`src/rtl/ascon_ctrl_fsm_pkg.sv`:
```
// Shared types and round constants for the ASCON-128 encryption sequencer.
package ascon_ctrl_fsm_pkg;

  typedef enum logic [2:0] {
    ST_IDLE    = 3'd0,
    ST_INIT    = 3'd1,
    ST_WAIT_AD = 3'd2,
    ST_AD      = 3'd3,
    ST_WAIT_PT = 3'd4,
    ST_PT      = 3'd5,
    ST_FIN     = 3'd6,
    ST_DONE    = 3'd7
  } state_t;

  localparam logic [3:0] ROUND_P12_START = 4'd0;
  localparam logic [3:0] ROUND_P6_START  = 4'd6;
  localparam logic [3:0] ROUND_LAST      = 4'd11;
  // Counter value following an accept cycle, which already ran the first round
  localparam logic [3:0] ROUND_P12_NEXT  = 4'd1;
  localparam logic [3:0] ROUND_P6_NEXT   = 4'd7;

  function automatic int blk_cnt_width(input int nb_ad, input int nb_pt);
    int nb_max;
    nb_max = (nb_ad > nb_pt) ? nb_ad : nb_pt;
    return $clog2(nb_max + 1);
  endfunction

endpackage

```
`src/rtl/ascon_ctrl_fsm_round_cnt.sv`:
```
// Permutation round index counter: load has priority, increment saturates at the last round.
module ascon_round_cnt
  import ascon_ctrl_fsm_pkg::*;
(
  input  logic       clock_i,
  input  logic       reset_i,
  input  logic       en_i,
  input  logic       load_i,
  input  logic [3:0] load_val_i,
  output logic [3:0] cnt_o
);

  logic [3:0] cnt_r;

  // Round index register
  always_ff @(posedge clock_i) begin
    if (reset_i) begin
      cnt_r <= 4'd0;
    end else if (load_i) begin
      cnt_r <= load_val_i;
    end else if (en_i && (cnt_r != ROUND_LAST)) begin
      cnt_r <= cnt_r + 4'd1;
    end else begin
      cnt_r <= cnt_r;
    end
  end

  assign cnt_o = cnt_r;

endmodule

```
`src/rtl/ascon_ctrl_fsm.sv`:
```
// ASCON-128 encryption sequencer: init p12, AD and PT blocks with p6, finalization p12, tag.
module ascon_ctrl_fsm
  import ascon_ctrl_fsm_pkg::*;
#(
  parameter int NB_AD = 1,
  parameter int NB_PT = 4
) (
  input  logic       clock_i,
  input  logic       reset_i,
  input  logic       start_i,
  input  logic       data_valid_i,
  output logic       data_ready_o,
  output logic [3:0] round_o,
  output logic       perm_en_o,
  output logic       input_sel_o,
  output logic       xor_begin_data_o,
  output logic       xor_begin_key_o,
  output logic       xor_end_key_o,
  output logic       xor_end_lsb_o,
  output logic       cipher_valid_o,
  output logic       tag_valid_o,
  output logic       end_o,
  output logic       busy_o
);

  localparam int BCW = blk_cnt_width(NB_AD, NB_PT);
  localparam logic [BCW-1:0] AD_LAST_IDX = BCW'(NB_AD - 1);
  localparam logic [BCW-1:0] PT_LAST_IDX = BCW'(NB_PT - 1);
  localparam logic [BCW-1:0] BLK_ONE     = BCW'(1);
  localparam logic [BCW-1:0] BLK_ZERO    = BCW'(0);
  // A single PT block is also the last one, so its accept runs round 0 of finalization
  localparam logic [3:0] PT_ENTRY_ROUND  = (NB_PT == 1) ? ROUND_P12_START : ROUND_P6_START;

  state_t         state_r, state_nxt_s;
  logic [BCW-1:0] block_cnt_r, block_cnt_nxt_s;
  logic [3:0]     cnt_s;
  logic           cnt_load_s;
  logic [3:0]     cnt_load_val_s;
  logic           last_round_s;

  logic data_ready_s, perm_en_s, input_sel_s, xor_begin_data_s, xor_begin_key_s;
  logic xor_end_key_s, xor_end_lsb_s, cipher_valid_s, tag_valid_s, end_s;

  ascon_round_cnt u_round_cnt (
    .clock_i    (clock_i),
    .reset_i    (reset_i),
    .en_i       (perm_en_s),
    .load_i     (cnt_load_s),
    .load_val_i (cnt_load_val_s),
    .cnt_o      (cnt_s)
  );

  assign last_round_s = (cnt_s == ROUND_LAST);

  // State and block counter registers
  always_ff @(posedge clock_i) begin
    if (reset_i) begin
      state_r     <= ST_IDLE;
      block_cnt_r <= BLK_ZERO;
    end else begin
      state_r     <= state_nxt_s;
      block_cnt_r <= block_cnt_nxt_s;
    end
  end

  // Next state, block counter and round counter loads
  always_comb begin
    state_nxt_s     = state_r;
    block_cnt_nxt_s = block_cnt_r;
    cnt_load_s      = 1'b0;
    cnt_load_val_s  = ROUND_P12_START;
    case (state_r)
      ST_IDLE: begin
        if (start_i) begin
          state_nxt_s    = ST_INIT;
          cnt_load_s     = 1'b1;
          cnt_load_val_s = ROUND_P12_NEXT;
        end else begin
          state_nxt_s = ST_IDLE;
        end
      end
      ST_INIT: begin
        if (last_round_s) begin
          state_nxt_s    = ST_WAIT_AD;
          cnt_load_s     = 1'b1;
          cnt_load_val_s = ROUND_P6_START;
        end else begin
          state_nxt_s = ST_INIT;
        end
      end
      ST_WAIT_AD: begin
        if (data_valid_i) begin
          state_nxt_s    = ST_AD;
          cnt_load_s     = 1'b1;
          cnt_load_val_s = ROUND_P6_NEXT;
        end else begin
          state_nxt_s = ST_WAIT_AD;
        end
      end
      ST_AD: begin
        if (last_round_s && (block_cnt_r == AD_LAST_IDX)) begin
          state_nxt_s     = ST_WAIT_PT;
          block_cnt_nxt_s = BLK_ZERO;
          cnt_load_s      = 1'b1;
          cnt_load_val_s  = PT_ENTRY_ROUND;
        end else if (last_round_s) begin
          state_nxt_s     = ST_WAIT_AD;
          block_cnt_nxt_s = block_cnt_r + BLK_ONE;
          cnt_load_s      = 1'b1;
          cnt_load_val_s  = ROUND_P6_START;
        end else begin
          state_nxt_s = ST_AD;
        end
      end
      ST_WAIT_PT: begin
        if (data_valid_i && (block_cnt_r == PT_LAST_IDX)) begin
          state_nxt_s    = ST_FIN;
          cnt_load_s     = 1'b1;
          cnt_load_val_s = ROUND_P12_NEXT;
        end else if (data_valid_i) begin
          state_nxt_s    = ST_PT;
          cnt_load_s     = 1'b1;
          cnt_load_val_s = ROUND_P6_NEXT;
        end else begin
          state_nxt_s = ST_WAIT_PT;
        end
      end
      ST_PT: begin
        if (last_round_s) begin
          state_nxt_s     = ST_WAIT_PT;
          block_cnt_nxt_s = block_cnt_r + BLK_ONE;
          cnt_load_s      = 1'b1;
          cnt_load_val_s  = ((block_cnt_r + BLK_ONE) == PT_LAST_IDX) ? ROUND_P12_START
                                                                      : ROUND_P6_START;
        end else begin
          state_nxt_s = ST_PT;
        end
      end
      ST_FIN: begin
        if (last_round_s) begin
          state_nxt_s = ST_DONE;
        end else begin
          state_nxt_s = ST_FIN;
        end
      end
      ST_DONE: begin
        state_nxt_s     = ST_IDLE;
        block_cnt_nxt_s = BLK_ZERO;
        cnt_load_s      = 1'b1;
        cnt_load_val_s  = ROUND_P12_START;
      end
      default: begin
        state_nxt_s     = ST_IDLE;
        block_cnt_nxt_s = BLK_ZERO;
        cnt_load_s      = 1'b1;
        cnt_load_val_s  = ROUND_P12_START;
      end
    endcase
  end

  // Datapath controls: Moore on state/round, Mealy on start/data_valid in accept cycles
  always_comb begin
    data_ready_s     = 1'b0;
    perm_en_s        = 1'b0;
    input_sel_s      = 1'b0;
    xor_begin_data_s = 1'b0;
    xor_begin_key_s  = 1'b0;
    xor_end_key_s    = 1'b0;
    xor_end_lsb_s    = 1'b0;
    cipher_valid_s   = 1'b0;
    tag_valid_s      = 1'b0;
    end_s            = 1'b0;
    case (state_r)
      ST_IDLE: begin
        if (start_i) begin
          perm_en_s = 1'b1;
        end else begin
          perm_en_s = 1'b0;
        end
      end
      ST_INIT, ST_FIN: begin
        perm_en_s   = 1'b1;
        input_sel_s = 1'b1;
        if (last_round_s) begin
          xor_end_key_s = 1'b1;
        end else begin
          xor_end_key_s = 1'b0;
        end
      end
      ST_WAIT_AD: begin
        data_ready_s = 1'b1;
        if (data_valid_i) begin
          perm_en_s        = 1'b1;
          input_sel_s      = 1'b1;
          xor_begin_data_s = 1'b1;
        end else begin
          perm_en_s = 1'b0;
        end
      end
      ST_AD: begin
        perm_en_s   = 1'b1;
        input_sel_s = 1'b1;
        if (last_round_s && (block_cnt_r == AD_LAST_IDX)) begin
          xor_end_lsb_s = 1'b1;
        end else begin
          xor_end_lsb_s = 1'b0;
        end
      end
      ST_WAIT_PT: begin
        data_ready_s = 1'b1;
        if (data_valid_i) begin
          perm_en_s        = 1'b1;
          input_sel_s      = 1'b1;
          xor_begin_data_s = 1'b1;
          cipher_valid_s   = 1'b1;
          xor_begin_key_s  = (block_cnt_r == PT_LAST_IDX);
        end else begin
          perm_en_s = 1'b0;
        end
      end
      ST_PT: begin
        perm_en_s   = 1'b1;
        input_sel_s = 1'b1;
      end
      ST_DONE: begin
        tag_valid_s = 1'b1;
        end_s       = 1'b1;
      end
      default: begin
        perm_en_s = 1'b0;
      end
    endcase
  end

  assign data_ready_o     = data_ready_s;
  assign round_o          = cnt_s;
  assign perm_en_o        = perm_en_s;
  assign input_sel_o      = input_sel_s;
  assign xor_begin_data_o = xor_begin_data_s;
  assign xor_begin_key_o  = xor_begin_key_s;
  assign xor_end_key_o    = xor_end_key_s;
  assign xor_end_lsb_o    = xor_end_lsb_s;
  assign cipher_valid_o   = cipher_valid_s;
  assign tag_valid_o      = tag_valid_s;
  assign end_o            = end_s;
  assign busy_o           = (state_r != ST_IDLE);

endmodule
```
`config.mk`:
```
export PLATFORM = sky130hd
export DESIGN_NAME = ascon_ctrl_fsm
export DESIGN_NICKNAME = d
export VERILOG_FILES = /design/src/rtl/ascon_ctrl_fsm_pkg.sv /design/src/rtl/ascon_ctrl_fsm_round_cnt.sv /design/src/rtl/ascon_ctrl_fsm.sv
export SDC_FILE = /design/constraint.sdc
export NUM_CORES = 1
export LEC_CHECK = 0
export CAP_MARGIN = 10
export CORE_UTILIZATION = 40
export DETAILED_ROUTE_END_ITERATION = 10
export GPL_TIMING_DRIVEN = 1
export PLACE_DENSITY = 0.75
export SLEW_MARGIN = 40
export SYNTH_ARGS = -nofsm -noshare
export SYNTH_HDL_FRONTEND = slang
export SYNTH_SLANG_ARGS = --single-unit
```
`constraint.sdc`:
```
create_clock -name clock_i -period 1.5 [get_ports clock_i]
set_input_delay 0.15 -clock clock_i [delete_from_list [all_inputs] [get_ports clock_i]]
set_output_delay 0.15 -clock clock_i [all_outputs]
set_load 0.02 [all_outputs]
```
==> results.ini <==
[finish]
fin_cells=172
fillers=114
n_antenna_cell=0
syn_to_final_growth_pct=81.4
drive_gt1_frac=0.626
nNetsFinal=157

[clock_tree]
cts_num_sinks=10
clock_latency_ns=0.27
cts_inserted_buffers=3
root_buffer=clkbuf_4
cts.path.max_buffers=2
clk_pin_slew_ns=0.08
cts_tree=built
cts-htree-levels=1
hold_buffers=0

[pwr]
power_density_nw_per_um2=506
ir_worst_vdd_mv=0.644
total_power_w=0.000747
p_leak_nw=0.638

[critical_path]
reg2reg_from=state_r[2]$_SDFF_PP0_
path_buf_inv=0
reg2reg_to=u_round_cnt.cnt_o[1]$_SDFFE_PP0P_
path_class=reg -> reg
start_kind=flop
crit_path_max_incr_delay_ns=0.46
crit_cells=5
r2r_cells=5
critPathSlowestCell=o32ai_2
crit_family=compound AO/OA/AOI/OAI gates
crit_start=state_r[2]$_SDFF_PP0_
critPathRequiredTime_ns=1.67
path_max_fanout=6
crit_arrival_ns=1.83
critical_path.endpoint_type=flop
path_cells=mux2i_4 -> nor2_2 -> o32ai_2 -> a21oi_2 -> nor3_2
reg2reg_slack_ns=-0.15
cp-endpoint=u_round_cnt.cnt_o[1]$_SDFFE_PP0P_

[global_route]
grt_max_degree=9
grt_pass1_wl_microns=4220
grt_pass1_vias=918
track_usage=0.278
antenna_found_initial=0
gr-total-overflow=0

[synthesis]
avgSynthCellArea_sq_um=7.99
seq_area_frac_synth=0.246
yosys_most_used_dff=dfxtp_1
synth_warnings=0
ys_seq_elements=10
syn_nets=111
yosysUniqueCellTypes=41
syn_inst=102
async_flop_share=0
synthTopCellsByArea=dfxtp_1 25%, ha_1 7.7%, nor2_1 6.9%, a21oi_1 4.3%, nand2_1 4.1%
syn_area_sq_um=815
synth_area_leader_cell=dfxtp_1
synth_top_cell_area_share=0.246
synth_edf_count=0

[die]
start_util=0.447
rows=15
ios=19
dieArea_sq_um=2220
core-area_sq_um=1820
die-height_microns=47.1
die_width_microns=47.1

[place]
hpwl_microns=1760
placed_cells=164
numPortBuffers=18
place_congestion=0.763

[timing]
fmax_mhz=605
worst_slack_ns=-0.153
fin_skew_ns=0.00898
finalHoldViolCount=0
worst_slew_pin_slew_ns=0.464
period_minus_slack_ns=1.65
finalSetupTns_ns=-0.552
relSlewSlack=0.691
setup_violations=8
slew_violations=0
post-route-period-util=1.10
rsz0062_at_grt=yes

[hold_path]
min_path_cells=2
min_path_type=reg -> reg

[detailed_routing]
drc=0
wl_per_cell_microns=18.1
wl_microns=3120
firstDrtPassIters=4
vias_per_cell=5.77
detail-route-antenna-nets=0
num_vias=993
first_iter_violations=50

[outcome]
status=complete, but fails checks
violations=negative setup slack

[flow_run]
drv_cap=0

-- where the power goes --
group          internal, W  switching, W
Clock             0.000148      0.000105
Sequential        0.000272     0.0000102
Combinational    0.0000971      0.000115
-- synth_stat cells (2+ instances only) --
cell type / number
xnor2_1: 2
nand2_1: 9
and2_1: 3
buf_2: 5
a31oi_1: 2
nor2_1: 15
ha_1: 5
dfxtp_1: 10
inv_1: 5
o21ai_0: 4
xor2_1: 2
a21oi_1: 7
nor3_2: 2
nand3b_1: 2
nor3b_1: 2
nor3b_2: 2
-- final cells by class --
class / count / area [sq um] / share of cell area
Sequential cell: 10 / 214 / 0.145
Timing Repair Buffer: 49 / 437 / 0.296
Tap cell: 25 / 31.3 / 0.0212
Clock buffer: 4 / 36.3 / 0.0246
Inverter: 5 / 18.8 / 0.0127
Multi-Input combinational cell: 79 / 741 / 0.501
-- cells in the final DEF (no fill, tap or decap), types with 2 or more instances in the layout --
cell	instances
a21oi_1	4
a21oi_2	2
a31oi_1	2
and2_4	2
buf_2	3
buf_4	27
buf_6	8
clkbuf_4	3
clkdlybuf4s15_2	3
clkdlybuf4s50_1	2
dfxtp_1	3
dfxtp_2	5
dfxtp_4	2
dlygate4sd2_1	2
dlymetal6s2s_1	3
ha_1	2
ha_4	2
inv_1	3
inv_2	2
nand2_1	6
nand2_4	2
nand3b_1	2
nor2_1	10
nor2_2	2
nor2_4	4
nor3_2	2
nor3b_2	2
o21ai_1	2
o21ai_2	2
xnor2_1	2
xor2_1	2
-- cell families after synthesis --
logic type	count (synthesis)	share of synthesized area
compound gates	23	0.207
flops	10	0.246
xor+xnor	4	0.0430
buf+inv	13	0.0829
fa+ha+maj	5	0.0768
mux	2	0.0292
simple gates	45	0.315
-- worst register-to-register path, delay by kind of cell (launching register included) --
kind	cells	cell delay [ns]
DFF	1	0.41
muxes	1	0.28
AOI/OAI and AO/OA	2	0.58
and+or+nand+nor	2	0.29
-- metal layers --
metal	up-vias	part of all wire	GRT usage	wire, microns
met5	-	0	0	0
met4	0	0.017	0.114	53
met3	8	0.052	0.0308	161
met2	56	0.53	0.506	1640
met1	480	0.41	0.330	1260
li1	449	-	-	-
-- sequential cells by signal (all words and copies together) (netlist names) --
name and cells:
block_cnt_r 3, state_r 3, u_round_cnt.cnt_o 4
-- timing repair --
action	in CTS	in global routing
pin swaps	15	19
gates resized for setup	84	27
setup endpoints to repair	18	21
hold endpoints to repair	0	0
setup buffers	2	2
gates cloned	0	0
-- worst min path at each step --
stage / startpoint / to / slack [ns]
floorplan: reset_i / u_round_cnt.cnt_o[1]$_SDFFE_PP0P_ / 0.21
global placement: block_cnt_r[2]$_SDFFE_PP0P_ / block_cnt_r[2]$_SDFFE_PP0P_ / 0.49
detailed placement: block_cnt_r[2]$_SDFFE_PP0P_ / block_cnt_r[2]$_SDFFE_PP0P_ / 0.49
CTS: block_cnt_r[2]$_SDFFE_PP0P_ / block_cnt_r[2]$_SDFFE_PP0P_ / 0.50
global route: block_cnt_r[2]$_SDFFE_PP0P_ / block_cnt_r[2]$_SDFFE_PP0P_ / 0.61
finish: block_cnt_r[2]$_SDFFE_PP0P_ / block_cnt_r[2]$_SDFFE_PP0P_ / 0.57
-- metrics by stage --
step	setup WS (ns)	util	area (sq um)	hold slack (ns)
3_5_place_dp	-0.474	0.673	1220	0.493
5_1_grt	-0.157	0.812	1480	0.613
4_1_cts	-0.0568	0.757	1380	0.504
3_3_place_gp	-0.438	0.673	1220	0.487
2_1_floorplan	0.0108	-	847	0.212
6_report	-0.153	0.812	1480	0.574
(Power assumes the default switching activity.)
